File: config.mk
export PLATFORM = sky130hd
export DESIGN_NAME = regs_access_ctl
export DESIGN_NICKNAME = d
export VERILOG_FILES = /design/src/rtl/regs_access_ctl.sv
export SDC_FILE = /design/constraint.sdc
export NUM_CORES = 1
export LEC_CHECK = 0
export BUFFER_PORTS_ARGS = -buffer_cell sky130_fd_sc_hd__buf_4
export CAP_MARGIN = 10
export CELL_PAD_IN_SITES_DETAIL_PLACEMENT = 1
export CELL_PAD_IN_SITES_GLOBAL_PLACEMENT = 1
export CORE_MARGIN = 4
export CORE_UTILIZATION = 43
export CTS_CLUSTER_SIZE = 8
export DETAILED_ROUTE_END_ITERATION = 8
export MAX_ROUTING_LAYER = met4
export PLACE_DENSITY_LB_ADDON = 0.1
export RECOVER_POWER = 50
export SYNTH_ARGS = -nofsm -noshare
export SYNTH_HDL_FRONTEND = slang
export SYNTH_SLANG_ARGS = --single-unit
File: constraint.sdc
create_clock -name clk -period 5.75 [get_ports clk]
set_input_delay 0.575 -clock clk [delete_from_list [all_inputs] [get_ports clk]]
set_output_delay 0.575 -clock clk [all_outputs]
set_load 0.02 [all_outputs]
File: src/rtl/regs_access_ctl.sv
// rtl/regs_access_ctl.sv - operand fetch and writeback controller with RAW/WAW scoreboard
module regs_access_ctl #(
  parameter int addrsize = 5,
  parameter int regsnum  = 32
) (
  input  logic                clk,
  input  logic                rst,
  // op issue
  input  logic                op_valid,
  output logic                op_ready,
  input  logic [addrsize-1:0] op_src0,
  input  logic [addrsize-1:0] op_src1,
  input  logic [1:0]          op_src_en,
  input  logic [addrsize-1:0] op_dst,
  input  logic                op_dst_en,
  // operands out
  output logic                out_valid,
  input  logic                out_ready,
  output logic [31:0]         out_a,
  output logic [31:0]         out_b,
  output logic [addrsize-1:0] out_dst,
  output logic                out_dst_en,
  // writeback channels
  input  logic                wb0_valid,
  input  logic [addrsize-1:0] wb0_addr,
  input  logic [31:0]         wb0_data,
  input  logic                wb1_valid,
  input  logic [addrsize-1:0] wb1_addr,
  input  logic [31:0]         wb1_data,
  // register file ports
  output logic [addrsize-1:0] rf_ra0,
  output logic [addrsize-1:0] rf_ra1,
  output logic [1:0]          rf_read,
  input  logic [31:0]         rf_rd0,
  input  logic [31:0]         rf_rd1,
  output logic [addrsize-1:0] rf_wa0,
  output logic [addrsize-1:0] rf_wa1,
  output logic [31:0]         rf_wd0,
  output logic [31:0]         rf_wd1,
  output logic [1:0]          rf_write,
  // debug
  output logic [regsnum-1:0]  busy
);

  typedef enum logic [1:0] {
    IDLE  = 2'd0,
    ISSUE = 2'd1,
    FETCH = 2'd2,
    VALID = 2'd3
  } state_t;

  state_t                state;
  logic                  live;
  logic [regsnum-1:0]    commit;
  logic [regsnum-1:0]    busy_eff;
  logic [regsnum-1:0]    set_vec;
  logic                  hazard;
  logic                  accept;
  logic [1:0]            src_en_q;
  logic [addrsize-1:0]   dst_q;
  logic                  dst_en_q;
  logic                  fwd0;
  logic                  fwd1;
  logic [31:0]           fwd_val0;
  logic [31:0]           fwd_val1;

  // registers being written to the register file this cycle (they commit at the next edge)
  always_comb begin
    commit = '0;
    if (rf_write[0]) commit[rf_wa0] = 1'b1;
    if (rf_write[1]) commit[rf_wa1] = 1'b1;
  end

  // hazard check treats a committing register as already free, so a stalled op goes in its commit cycle
  always_comb begin
    busy_eff = busy & ~commit;
    hazard   = (op_src_en[0] && busy_eff[op_src0]) ||
               (op_src_en[1] && busy_eff[op_src1]) ||
               (op_dst_en    && busy_eff[op_dst]);
    op_ready = live && ((state == IDLE) || (state == VALID && out_ready)) && !hazard;
    accept   = op_valid && op_ready;
    set_vec  = '0;
    if (accept && op_dst_en) set_vec[op_dst] = 1'b1;
  end

  // op_ready is held low until the first edge after reset release
  always_ff @(posedge clk or negedge rst) begin
    if (!rst) live <= 1'b0;
    else      live <= 1'b1;
  end

  // writeback channels are registered straight onto the register-file write ports
  always_ff @(posedge clk or negedge rst) begin
    if (!rst) begin
      rf_write <= 2'b00;
      rf_wa0   <= '0;
      rf_wa1   <= '0;
      rf_wd0   <= '0;
      rf_wd1   <= '0;
    end else begin
      rf_write <= {wb1_valid, wb0_valid};
      rf_wa0   <= wb0_addr;
      rf_wa1   <= wb1_addr;
      rf_wd0   <= wb0_data;
      rf_wd1   <= wb1_data;
    end
  end

  // scoreboard: commits clear, accepted destinations set; a set on the same edge wins
  always_ff @(posedge clk or negedge rst) begin
    if (!rst) busy <= '0;
    else      busy <= (busy & ~commit) | set_vec;
  end

  // issue/fetch/valid sequencing with registered register-file reads and operand capture
  always_ff @(posedge clk or negedge rst) begin
    if (!rst) begin
      state      <= IDLE;
      rf_ra0     <= '0;
      rf_ra1     <= '0;
      rf_read    <= 2'b00;
      src_en_q   <= 2'b00;
      dst_q      <= '0;
      dst_en_q   <= 1'b0;
      fwd0       <= 1'b0;
      fwd1       <= 1'b0;
      fwd_val0   <= '0;
      fwd_val1   <= '0;
      out_valid  <= 1'b0;
      out_a      <= '0;
      out_b      <= '0;
      out_dst    <= '0;
      out_dst_en <= 1'b0;
    end else begin
      if (accept) begin
        rf_ra0   <= op_src0;
        rf_ra1   <= op_src1;
        rf_read  <= op_src_en;
        src_en_q <= op_src_en;
        dst_q    <= op_dst;
        dst_en_q <= op_dst_en;
      end

      case (state)
        IDLE: begin
          if (accept) state <= ISSUE;
        end

        ISSUE: begin
          rf_read <= 2'b00;
          // a write committing on the same edge as the read is not seen by the read; keep it aside
          if (rf_write[1] && rf_wa1 == rf_ra0) begin
            fwd0     <= 1'b1;
            fwd_val0 <= rf_wd1;
          end else if (rf_write[0] && rf_wa0 == rf_ra0) begin
            fwd0     <= 1'b1;
            fwd_val0 <= rf_wd0;
          end else begin
            fwd0 <= 1'b0;
          end
          if (rf_write[1] && rf_wa1 == rf_ra1) begin
            fwd1     <= 1'b1;
            fwd_val1 <= rf_wd1;
          end else if (rf_write[0] && rf_wa0 == rf_ra1) begin
            fwd1     <= 1'b1;
            fwd_val1 <= rf_wd0;
          end else begin
            fwd1 <= 1'b0;
          end
          state <= FETCH;
        end

        FETCH: begin
          out_a      <= !src_en_q[0] ? 32'd0 : (fwd0 ? fwd_val0 : rf_rd0);
          out_b      <= !src_en_q[1] ? 32'd0 : (fwd1 ? fwd_val1 : rf_rd1);
          out_dst    <= dst_q;
          out_dst_en <= dst_en_q;
          out_valid  <= 1'b1;
          state      <= VALID;
        end

        VALID: begin
          if (out_ready) begin
            out_valid <= 1'b0;
            state     <= accept ? ISSUE : IDLE;
          end
        end

        default: state <= IDLE;
      endcase
    end
  end

endmodule

==> summary.md <==
| Metric | Value |
|---|---|
| Status | finished, violations left |
| Violated checks | capacitance limit, slew limit |
| Cell-internal power | 4650 µW |
| # setup viols final | 0 |
| RSZ-0062 raised after global routing | false |
| GRT met2 Usage | 47.7% |
| Crit path max-delay family | buffers and inverters |
| Clk network pwr share | 28.6% |
| Crit-path cells | clkbuf_1 > buf_4 |
| Mapped Cells | 1081 |
| Max cap viols | 1 |
| Share of cells above drive strength 1 | a little under a third |
| FFs w/ async S/R, synth | 100% |
| Worst hold margin | around 180 ps |
| Met3 Use GR | 5.45% |
| Post-Syn Nets | roughly 1200 |
| Die area | 30600 µm² |
| H-tree depth | 2 |
| Slew margin rel. | -185% |
| Slew Limit Fails | 78 |
| Sequential area share after synthesis | 55.9% |
| Num CTS Buffers | 39 |
| Initial antenna violation count | 2 |
| CORE AREA | 27200 µm² |
| Final worst-path setup slack | 1610 ps |
| Leak pwr | 0.00714 µW |
| Row cnt | 60 |
| Power share of the sequential group | between 30% and 40% |
| Total Wirelength | between 40000 and 50000 µm |
| Post-synth EDFFs | 0 |
| Setup crit start kind | input port |
| Die Y | 175 µm |
| Routed via count | 10200 |
| Vias in the first global route | ~11000 |
| GR Overflow Total | 0 |
| Crit path max fanout | 77 |
| Crit end category | async pin |
| Final Cycle Share | 71.9% |
| # nets final | 1575 |
| TritonCTS clock tree | built |
| Synth Cell Area | 12000 µm² |
| Netlist cell types | 61 |
| Largest net degree at the start of global routing | 78 |
| Top cells by area, synth | dfrtp_1 56%, mux2i_1 12%, o21ai_0 3.7% |
| Routed vias/inst | 5.71 |
| CP Class | in2async |
| GPL Wtd Cong | roughly 0.94 |
| Area Growth Syn to Fin | 32.7% |
| I/O pins | 354 |
| Top Usage Layer GRT | met2 |
| Post-synth top area share | 55.9% |
| PwrDens | 462 nW/µm² |
| Layout Cells excl Fill | ~1800 |
| Max stage delay on crit path | 2940 ps |
| Min Tclk post-route | 4140 ps |
| Maximum clock path buffer count | 3 |
| Slew @ Worst Pin | about 4300 ps |
| Switching fraction of total power | 36.7% |
| Clock root cell | clkbuf_16 |
| Remaining DRCs | 0 |
| Clock sink count | around 270 |
| WP data required | between 6000 and 7000 ps |
| Post-CTS setup buffer count | 0 |
| Placed cell count | 1740 |
| Met1 usage | 37.5% |
| Routed len/inst | 24.9 µm |
| Port bufs | 353 |
| CTS resizes | 0 |
| Min-Delay Path Class | in2reg |
| CTS Hold Buffers Added | 0 |
| Final antenna-violating net count | 0 |
| Crit path DAT | 4670 ps |
| Syn Area/Cell | 11.1 µm² |
| Clk Latency, worst-skew pair | 520 ps |
| Clock slew at reported path FFs | 50 ps |
| GRT Total Usage | 29.3% |
| Worst clock skew | 15.5 ps |
| Comb pwr share | 32.3% |
| Initial Util | around 44% |
| Pre-CTS setup slack | 2000 ps |
| Net Switching | approximately 2700 µW |
| First-pass GRT wire length | 67900 µm |
| Post-DP HPWL | around 32000 µm |
| Achievable Freq | 0.242 GHz |
| Post-synth top area cell | dfrtp_1 |
| Die Span X | approximately 170 µm |
| Worst VDD drop | between 200 and 300 µV |
| Total negative slack | 0 ps |
| Post-synth top flop | dfrtp_1 |
| Synth warn | 0 |
| Buf/Inv on CP | 2 |
| Register bit total from synthesis | approximately 270 |
| Initial DRC count | 627 |
| Initial DRT Pass Iterations | 7 |
| Final hold violations | 0 |
| Critical path's slowest cell | clkbuf_1 |
## cells by family after synthesis
logic type / synth area share (%)
AOI/OAI and AO/OA: 14.0
xor gates and xnor gates: 1.46
adders and majority gates: 0.418
buffers and inverters: 5.09
DFF: 55.9
muxes: 14.0
other: 0.0313
and+or+nand+nor: 9.00
## cell usage after synthesis, drive strengths merged (7+ instances only)
cell type and n:
nand3b 8, or3 8, nor2b 8, o211ai 7, a21oi 9, nand2 91, mux2 22, inv 79
o22ai 71, nor4 12, o21ai 111, o221ai 33, mux2i 141, buf 35, xor2 16, dfrtp 268
nand3 10, nor2 28, clkbuf 40
## registers in the layout, indices dropped and copies added, names as in the netlist
signal and cells:
dst_q 5, fwd0 1, rf_read 2, rf_write 2, out_dst_en 1, fwd_val0 32
live 1, rf_wd0 32, dst_en_q 1, rf_ra0 5, out_b 32, rf_wa0 5
busy 32, src_en_q 2, out_dst 5, rf_ra1 5, rf_wd1 32, fwd1 1
rf_wa1 5, fwd_val1 32, state 2, out_a 32, out_valid 1
## layout make-up
| type | instances | area [µm²] |
|---|---|---|
| multi-input combinational | 659 | 4710 |
| tap | 372 | 465 |
| timing repair buffer | 362 | 2640 |
| clock inverter | 1 | 20.0 |
| clock buffer | 44 | 1060 |
| antenna | 3 | 7.51 |
| sequential | 268 | 6710 |
| inverter | 79 | 297 |
| fill | 2932 | 11300 |
## per-layer routing
layer  up-vias  wire [µm]
li1       4527          -
met1      5212      18600
met2       378      21700
met3        93       2700
met4         0       1490
met5         -          0
## power by group through the flow
stage,registers [µW],logic [µW],clock network [µW]
final,2880,2380,2100
after global placement,2880,2360,0
after CTS,2890,2460,2130
after floorplan,3110,1010,0
after detailed placement,2900,2430,0
after global routing,2950,2560,2210
## stage by stage
| step | area [µm²] | total power (µW) | utilization, % |
|---|---|---|---|
| 5_1_grt | 15900 | 7730 | 58.5 |
| 6_report | 15900 | 7360 | 58.5 |
| 3_3_place_gp | 14900 | 5240 | 54.9 |
| 2_1_floorplan | 12000 | 4120 | - |
| 3_5_place_dp | 14900 | 5330 | 54.9 |
| 4_1_cts | 16000 | 7480 | 58.8 |
## worst paths after layout
kind	startpoint	to	slack (ps)	cells past startpoint
max	rst	dst_q[3]$_DFFE_PN0P_	1610	2
min	wb1_addr[4]	rf_wa1[4]$_DFF_PN0_	180	1
max reg2reg	rf_wa0[2]$_DFF_PN0_	busy[10]$_DFF_PN0_	1940	10
min reg2reg	fwd_val0[8]$_DFFE_PN0P_	fwd_val0[8]$_DFFE_PN0P_	480	2
max in group clk	rf_wa0[2]$_DFF_PN0_	op_ready	1660	8
min in group asynchronous	rst	out_a[29]$_DFFE_PN0P_	1560	1
## cell usage in the layout (no fill, tap or decap), types with 3 or more instances in the layout
cell type	netlist	routed
nand4_1	4	4
o2111ai_1	3	3
ha_1	4	3
nand4b_1	5	5
diode_2	0	3
clkbuf_16	0	41
nand2b_1	6	6
xor2_1	16	16
and3_1	5	3
nor4_1	12	12
o21ai_0	89	87
nor2b_1	8	8
clkbuf_1	40	21
inv_1	79	79
a21oi_1	8	8
a22oi_1	4	4
o221a_2	3	3
nand3b_1	8	8
o211ai_1	7	7
nor3_1	6	6
o221ai_2	3	3
mux2_2	22	22
o221ai_1	30	30
clkbuf_4	0	76
nand4bb_1	3	3
xnor2_1	4	4
nor2_1	28	28
dfrtp_1	268	266
nand2_1	91	89
o21ai_1	22	22
o22ai_1	71	71
or3b_1	3	3
nand3_1	10	10
or3_1	8	8
buf_4	1	266
mux2i_1	141	141
No activity file was read; power rests on OpenSTA's default activity.
